==> config.mk <==
export PLATFORM = sky130hd
export DESIGN_NAME = rtc_timer_bank_flat
export DESIGN_NICKNAME = d
export VERILOG_FILES = /design/src/rtl/rtc_timer_bank_if.sv /design/src/rtl/rtc_timer_bank.sv /design/src/flat_wrapper.sv
export SDC_FILE = /design/constraint.sdc
export NUM_CORES = 1
export LEC_CHECK = 0
export CORE_MARGIN = 2
export CORE_UTILIZATION = 50
export CTS_CLUSTER_DIAMETER = 120
export DETAILED_ROUTE_END_ITERATION = 7
export HOLD_SLACK_MARGIN = 0.15
export PLACE_DENSITY_LB_ADDON = 0.1
export SYNTH_ARGS = -nofsm -noshare
export SYNTH_HDL_FRONTEND = slang
export SYNTH_SLANG_ARGS = --single-unit
==> constraint.sdc <==
create_clock -name clk_i -period 5 [get_ports clk_i]
set_input_delay 1 -clock clk_i [delete_from_list [all_inputs] [get_ports clk_i]]
set_output_delay 1 -clock clk_i [all_outputs]
set_load 0.03 [all_outputs]
==> src/rtl/rtc_timer_bank_if.sv <==
// Configuration/status bundle between the APB register file and the timer bank.
// Latency: none, pure wiring.
// Backpressure: none; config strobes are single-cycle pulses always accepted.
interface rtc_timer_bank_if #(
   parameter int N_TIMERS    = 4,
   parameter int CNT_WIDTH   = 24,
   parameter int PRESC_WIDTH = 16,
   parameter int SEL_WIDTH   = (N_TIMERS > 1) ? $clog2(N_TIMERS) : 1
);
   // register-file side -> timer bank
   logic                          presc_update_i;
   logic [PRESC_WIDTH-1:0]        presc_div_i;
   logic                          cfg_we_i;
   logic [SEL_WIDTH-1:0]          cfg_sel_i;
   logic                          cfg_enable_i;
   logic [1:0]                    cfg_mode_i;
   logic [CNT_WIDTH-1:0]          cfg_target_i;
   logic [N_TIMERS-1:0]           pending_clr_i;
   logic [N_TIMERS-1:0]           irq_mask_i;

   // timer bank -> register file / interrupt controller
   logic                          tick_o;
   logic [N_TIMERS*CNT_WIDTH-1:0] value_o;
   logic [N_TIMERS-1:0]           active_o;
   logic [N_TIMERS-1:0]           event_o;
   logic [N_TIMERS-1:0]           pending_o;
   logic                          irq_o;

   modport master (
      output presc_update_i, presc_div_i, cfg_we_i, cfg_sel_i, cfg_enable_i,
             cfg_mode_i, cfg_target_i, pending_clr_i, irq_mask_i,
      input  tick_o, value_o, active_o, event_o, pending_o, irq_o
   );

   modport slave (
      input  presc_update_i, presc_div_i, cfg_we_i, cfg_sel_i, cfg_enable_i,
             cfg_mode_i, cfg_target_i, pending_clr_i, irq_mask_i,
      output tick_o, value_o, active_o, event_o, pending_o, irq_o
   );
endinterface

==> src/rtl/rtc_timer_bank.sv <==
// Shared prescaler feeding N one-shot/periodic/free-running timer channels with sticky pending + irq.
// Latency: event_o combinational in the match cycle; pending/irq one cycle later; config visible next cycle.
// Backpressure: none; every strobe is accepted in the cycle it is presented.
module rtc_timer_bank #(
   parameter int N_TIMERS    = 4,
   parameter int CNT_WIDTH   = 24,
   parameter int PRESC_WIDTH = 16,
   parameter int SEL_WIDTH   = (N_TIMERS > 1) ? $clog2(N_TIMERS) : 1
) (
   input  logic            clk_i,
   input  logic            rst_i,
   rtc_timer_bank_if.slave bus
);

   typedef logic [CNT_WIDTH-1:0]   cnt_t;
   typedef logic [PRESC_WIDTH-1:0] presc_t;

   // 1 Hz tick from the 32.768 kHz clock
   localparam presc_t DIV_RST = presc_t'(32'h7FFF);

   presc_t              presc_cnt_q, presc_cnt_d;
   presc_t              presc_div_q, presc_div_d;
   cnt_t                cnt_q    [N_TIMERS];
   cnt_t                cnt_d    [N_TIMERS];
   cnt_t                target_q [N_TIMERS];
   cnt_t                target_d [N_TIMERS];
   logic [1:0]          mode_q   [N_TIMERS];
   logic [1:0]          mode_d   [N_TIMERS];
   logic [N_TIMERS-1:0] active_q, active_d;
   logic [N_TIMERS-1:0] pending_q, pending_d;

   logic                tick;
   logic [N_TIMERS-1:0] evt;
   logic [N_TIMERS*CNT_WIDTH-1:0] value_flat;

   // Prescaler: a divider reload wins over counting and swallows that cycle's tick
   always_comb begin
      presc_cnt_d = presc_cnt_q;
      presc_div_d = presc_div_q;
      tick        = 1'b0;
      if (bus.presc_update_i) begin
         presc_cnt_d = '0;
         presc_div_d = bus.presc_div_i;
      end else if (presc_cnt_q == presc_div_q) begin
         tick        = 1'b1;
         presc_cnt_d = '0;
      end else begin
         presc_cnt_d = presc_cnt_q + presc_t'(1);
      end
   end

   // Channel next state: config write, then tick-driven count/match, else hold
   always_comb begin
      active_d  = active_q;
      pending_d = pending_q;
      evt       = '0;
      for (int k = 0; k < N_TIMERS; k++) begin
         cnt_d[k]    = cnt_q[k];
         target_d[k] = target_q[k];
         mode_d[k]   = mode_q[k];
         // sel == k can only match an existing channel, so out-of-range selects fall through
         if (bus.cfg_we_i && (bus.cfg_sel_i == SEL_WIDTH'(k))) begin
            target_d[k] = bus.cfg_target_i;
            mode_d[k]   = bus.cfg_mode_i;
            active_d[k] = bus.cfg_enable_i;
            cnt_d[k]    = '0;
         end else if (active_q[k] && tick) begin
            // free-running modes (1x) never compare, they just wrap
            if (!mode_q[k][1] && (cnt_q[k] == target_q[k])) begin
               evt[k]   = 1'b1;
               cnt_d[k] = '0;
               if (mode_q[k] == 2'b00) begin
                  active_d[k] = 1'b0;
               end
            end else begin
               cnt_d[k] = cnt_q[k] + cnt_t'(1);
            end
         end
         // a fresh event beats a clear arriving in the same cycle
         if (evt[k]) begin
            pending_d[k] = 1'b1;
         end else if (bus.pending_clr_i[k]) begin
            pending_d[k] = 1'b0;
         end
      end
   end

   // State registers with synchronous reset
   always_ff @(posedge clk_i) begin
      if (rst_i) begin
         presc_cnt_q <= '0;
         presc_div_q <= DIV_RST;
         active_q    <= '0;
         pending_q   <= '0;
         for (int k = 0; k < N_TIMERS; k++) begin
            cnt_q[k]    <= '0;
            target_q[k] <= '0;
            mode_q[k]   <= 2'b00;
         end
      end else begin
         presc_cnt_q <= presc_cnt_d;
         presc_div_q <= presc_div_d;
         active_q    <= active_d;
         pending_q   <= pending_d;
         cnt_q       <= cnt_d;
         target_q    <= target_d;
         mode_q      <= mode_d;
      end
   end

   // Pack counters for readback; everything reads 0 while reset is held
   always_comb begin
      value_flat = '0;
      for (int k = 0; k < N_TIMERS; k++) begin
         value_flat[k*CNT_WIDTH +: CNT_WIDTH] = rst_i ? '0 : cnt_q[k];
      end
   end

   assign bus.value_o   = value_flat;
   assign bus.tick_o    = tick & ~rst_i;
   assign bus.event_o   = rst_i ? '0 : evt;
   assign bus.active_o  = rst_i ? '0 : active_q;
   assign bus.pending_o = rst_i ? '0 : pending_q;
   assign bus.irq_o     = ~rst_i & (|(pending_q & bus.irq_mask_i));

endmodule

==> src/flat_wrapper.sv <==
// flat-port wrapper written by rule: the top's interface ports become plain ports
module rtc_timer_bank_flat 
#(
   parameter int N_TIMERS    = 4,
   parameter int CNT_WIDTH   = 24,
   parameter int PRESC_WIDTH = 16,
   parameter int SEL_WIDTH   = (N_TIMERS > 1) ? $clog2(N_TIMERS) : 1
)
  (clk_i, rst_i, bus_presc_update_i, bus_presc_div_i, bus_cfg_we_i, bus_cfg_sel_i, bus_cfg_enable_i, bus_cfg_mode_i, bus_cfg_target_i, bus_pending_clr_i, bus_irq_mask_i, bus_tick_o, bus_value_o, bus_active_o, bus_event_o, bus_pending_o, bus_irq_o);
  rtc_timer_bank_if #(.N_TIMERS(N_TIMERS), .CNT_WIDTH(CNT_WIDTH), .PRESC_WIDTH(PRESC_WIDTH), .SEL_WIDTH(SEL_WIDTH)) bus_i ();
  input  logic clk_i;
  input  logic rst_i;
  input wire logic [$bits(bus_i.presc_update_i)-1:0] bus_presc_update_i;
  input wire logic [$bits(bus_i.presc_div_i)-1:0] bus_presc_div_i;
  input wire logic [$bits(bus_i.cfg_we_i)-1:0] bus_cfg_we_i;
  input wire logic [$bits(bus_i.cfg_sel_i)-1:0] bus_cfg_sel_i;
  input wire logic [$bits(bus_i.cfg_enable_i)-1:0] bus_cfg_enable_i;
  input wire logic [$bits(bus_i.cfg_mode_i)-1:0] bus_cfg_mode_i;
  input wire logic [$bits(bus_i.cfg_target_i)-1:0] bus_cfg_target_i;
  input wire logic [$bits(bus_i.pending_clr_i)-1:0] bus_pending_clr_i;
  input wire logic [$bits(bus_i.irq_mask_i)-1:0] bus_irq_mask_i;
  output wire logic [$bits(bus_i.tick_o)-1:0] bus_tick_o;
  output wire logic [$bits(bus_i.value_o)-1:0] bus_value_o;
  output wire logic [$bits(bus_i.active_o)-1:0] bus_active_o;
  output wire logic [$bits(bus_i.event_o)-1:0] bus_event_o;
  output wire logic [$bits(bus_i.pending_o)-1:0] bus_pending_o;
  output wire logic [$bits(bus_i.irq_o)-1:0] bus_irq_o;
  assign bus_i.presc_update_i = bus_presc_update_i;
  assign bus_i.presc_div_i = bus_presc_div_i;
  assign bus_i.cfg_we_i = bus_cfg_we_i;
  assign bus_i.cfg_sel_i = bus_cfg_sel_i;
  assign bus_i.cfg_enable_i = bus_cfg_enable_i;
  assign bus_i.cfg_mode_i = bus_cfg_mode_i;
  assign bus_i.cfg_target_i = bus_cfg_target_i;
  assign bus_i.pending_clr_i = bus_pending_clr_i;
  assign bus_i.irq_mask_i = bus_irq_mask_i;
  assign bus_tick_o = bus_i.tick_o;
  assign bus_value_o = bus_i.value_o;
  assign bus_active_o = bus_i.active_o;
  assign bus_event_o = bus_i.event_o;
  assign bus_pending_o = bus_i.pending_o;
  assign bus_irq_o = bus_i.irq_o;
  rtc_timer_bank #(.N_TIMERS(N_TIMERS), .CNT_WIDTH(CNT_WIDTH), .PRESC_WIDTH(PRESC_WIDTH), .SEL_WIDTH(SEL_WIDTH)) u_core (.clk_i(clk_i), .rst_i(rst_i), .bus(bus_i));
endmodule
==> qor.yml, run 1 <==
final_layout:
  area.growth.synth_to_final_pct: 21.4
  antenna_cells: 0
  final_nets: 1718
  drive_above_1_share: 0.0675
  fin_area_um2: 15000
  final_cell_mix: "nand2_1 (276), dfxtp_1 (240), clkdlybuf4s50_1 (161)"
  final_common_cell: "nand2_1"
clocking:
  clockBufferDepth: 3
  cts.sinks: 240
  root_buffer: "clkbuf_16"
  holdBufCountCts: 0
  numCtsBuffers: 27
  htree_levels: 1
  cts_resized: 0
  tritoncts: "done"
  cts_setup_buffers: 0
  clkLatencyLatePin_ps: 530
  path_clk_slew_ps: 60
min_path:
  hold_path.class: "reg -> reg"
timing:
  hold_ws_ps: 459
  period_share: 0.927
  relSlewSlack: 0.263
  tightest_slew_ps: 1090
  period_minus_slack_ps: 4640
  rsz0062_at_grt: "no"
  fin_worst_skew_ps: 18.5
  fmax_mhz: 216
  finalHoldViolCount: 0
  setup_viol: 0
  final.setup.tns_ps: 0
  slew_viol_final: 0
power:
  p_clk_frac: 0.454
  peakVddDrop_mv: 0.323
  power_density_nw_per_um2: 285
  combPwrFrac: 0.084
  power.internal_uw: 3220
  pwr-share-seq: 0.462
  switching_share: 0.248
  p_sw_uw: 1060
  power_leakage_uw: 0.00555
yosys:
  synth_area_per_cell_um2: 7.99
  synth_ff_type: "dfxtp_1"
  synth_area_um2: 12400
  synth_edf_count: 0
  synth_seq_cells: 240
  yosys.area.top_type: "dfxtp_1"
  async_reset_ff_frac: 0
  synth_nets: 1614
  synthTopCellsByArea: "dfxtp_1 (39%), nand2_1 (8.4%), xor2_1 (6.6%)"
  yosysSeqAreaShare: 0.388
  postSynthCellCount: 1552
  synth_top_area_frac: 0.388
  synth_cell_type_count: 71
  ys_warn_count: 0
route:
  wl_per_cell_um: 18.1
  drc: 0
  drtPass1Iterations: 5
  wl_um: 36200
  vias_per_cell: 5.74
  ant_nets: 0
  drt_iter0_drc: 942
  vias: 11483
setup_path:
  cp_max_fo: 12
  crit_arrival_ps: 3640
  path_cells: "xnor2_2, nand4_2, nor4_4, nand3_1, nor3_1, buf_4"
  critPathMaxStageDelay_ps: 820
  end_kind: "primary output"
  crit_slowest_cell: "nor4_4"
  cp-start-kind: "flop"
  required_ps: 4000
  crit_type: "reg -> out"
grt:
  grt_pass1_wl_um: 57400
  overflow: 0
  grt_max_degree: 129
  antenna_found_initial: 0
  grt_use_total: 0.271
  grt_pass1_vias: 10531
floorplan:
  start_util: 0.510
  die-area_um2: 26100
  io_pins: 167
  rows: 57
  fp.coreArea_um2: 24300
  die_x_um: 161
  fp.dieH_um: 161
placed_design:
  dpl_cell_area_um2: 14200
  place.gp.congestion: 0.876
  hpwl_um: 25300
  io_buffer_count: 166
status:
  status: "completed"
run:
  drv_cap: 0
-- metrics by stage --
step,utilization,worst slack (ps),instances,total power [uW]
after global routing,0.619,239,1999,4430
after global placement,0.583,786,1951,2370
final,0.619,364,1999,4290
after CTS,0.619,488,1999,4310
after detailed placement,0.583,797,1951,2380
after floorplan,-,1600,1552,2240
-- logic make-up after synthesis --
kind of cell / Yosys count / synth area share
and+or+nand+nor: 727 / 0.299
AOI/OAI and AO/OA: 278 / 0.146
DFF: 240 / 0.388
xor gates and xnor gates: 158 / 0.114
buffers and inverters: 142 / 0.0465
adders and majority gates: 5 / 0.00505
muxes: 2 / 0.00172
-- synthesized netlist by cell type (10+ instances only) --
master    number
a211o_1       15
a21oi_1      134
a31oi_1       15
a32oi_1       21
and3_1        25
buf_2         17
clkbuf_1      86
dfxtp_1      240
inv_1         26
nand2_1      276
nand3_1       56
nand4_1       37
nor2_1        97
nor2b_1      112
nor3_1        16
nor4_1        31
o21ai_0       16
o21ai_1       10
o41ai_1       19
or4_1         12
xnor2_1       60
xor2_1        94
-- sequential cells by signal, indices dropped and copies added, names as in the netlist --
name / cells
u_core.active_q: 4
u_core.cnt_q: 96
u_core.mode_q: 8
u_core.pending_q: 4
u_core.presc_cnt_q: 16
u_core.presc_div_q: 16
u_core.target_q: 96
-- power by group through the flow --
| stage | logic (uW) | registers [uW] | clock network [uW] |
|---|---|---|---|
| 3_5_place_dp | 353 | 2020 | 0 |
| 4_1_cts | 355 | 1980 | 1980 |
| 6_report | 358 | 1980 | 1950 |
| 2_1_floorplan | 222 | 2010 | 0 |
| 3_3_place_gp | 350 | 2020 | 0 |
| 5_1_grt | 390 | 1980 | 2050 |
-- critical path, delay by kind of cell, from the launching register on --
family | cells | cell delay (ps)
AND/OR/NAND/NOR | 4 | 2230
flip-flops | 1 | 410
buffers and inverters | 1 | 290
XOR/XNOR | 1 | 160
-- cell type report --
| class | count | area [um2] |
|---|---|---|
| inverter | 26 | 97.6 |
| timing repair buffer | 191 | 1840 |
| clock buffer | 37 | 783 |
| multi-input combinational | 1170 | 7020 |
| clock inverter | 11 | 88.8 |
| fill | 2182 | 9280 |
| sequential | 240 | 4800 |
| tap | 324 | 405 |
-- metal layers --
metal  vias up  part of all wire  GRT usage  wire length [um]
met5         -                 0          0                 0
met1      5382              0.45      0.387             16400
li1       5585                 -          -                 -
met3        66             0.069     0.0408              2490
met2       450              0.45      0.424             16200
met4         0             0.030     0.0812              1070
-- path summary, 6_finish.rpt --
path,from,endpoint,slack (ps),depth (start not counted)
worst min-delay path,u_core.mode_q[0]$_SDFFE_PP0P_,u_core.mode_q[0]$_SDFFE_PP0P_,460,2
worst min register to register,u_core.mode_q[0]$_SDFFE_PP0P_,u_core.mode_q[0]$_SDFFE_PP0P_,460,2
worst max register to register,u_core.presc_cnt_q[4]$_SDFF_PP0_,u_core.active_q[2]$_SDFFE_PP0P_,1830,7
worst max-delay path,u_core.presc_cnt_q[4]$_SDFF_PP0_,bus_event_o[3],360,6
(Power assumes the default switching activity.)
==> inputs of run 2 (changes only) <==
ABC_AREA = 0   (was unset)
==> results of run 2 <==
Final layout, timing and power as in run 1 (identical DEF).
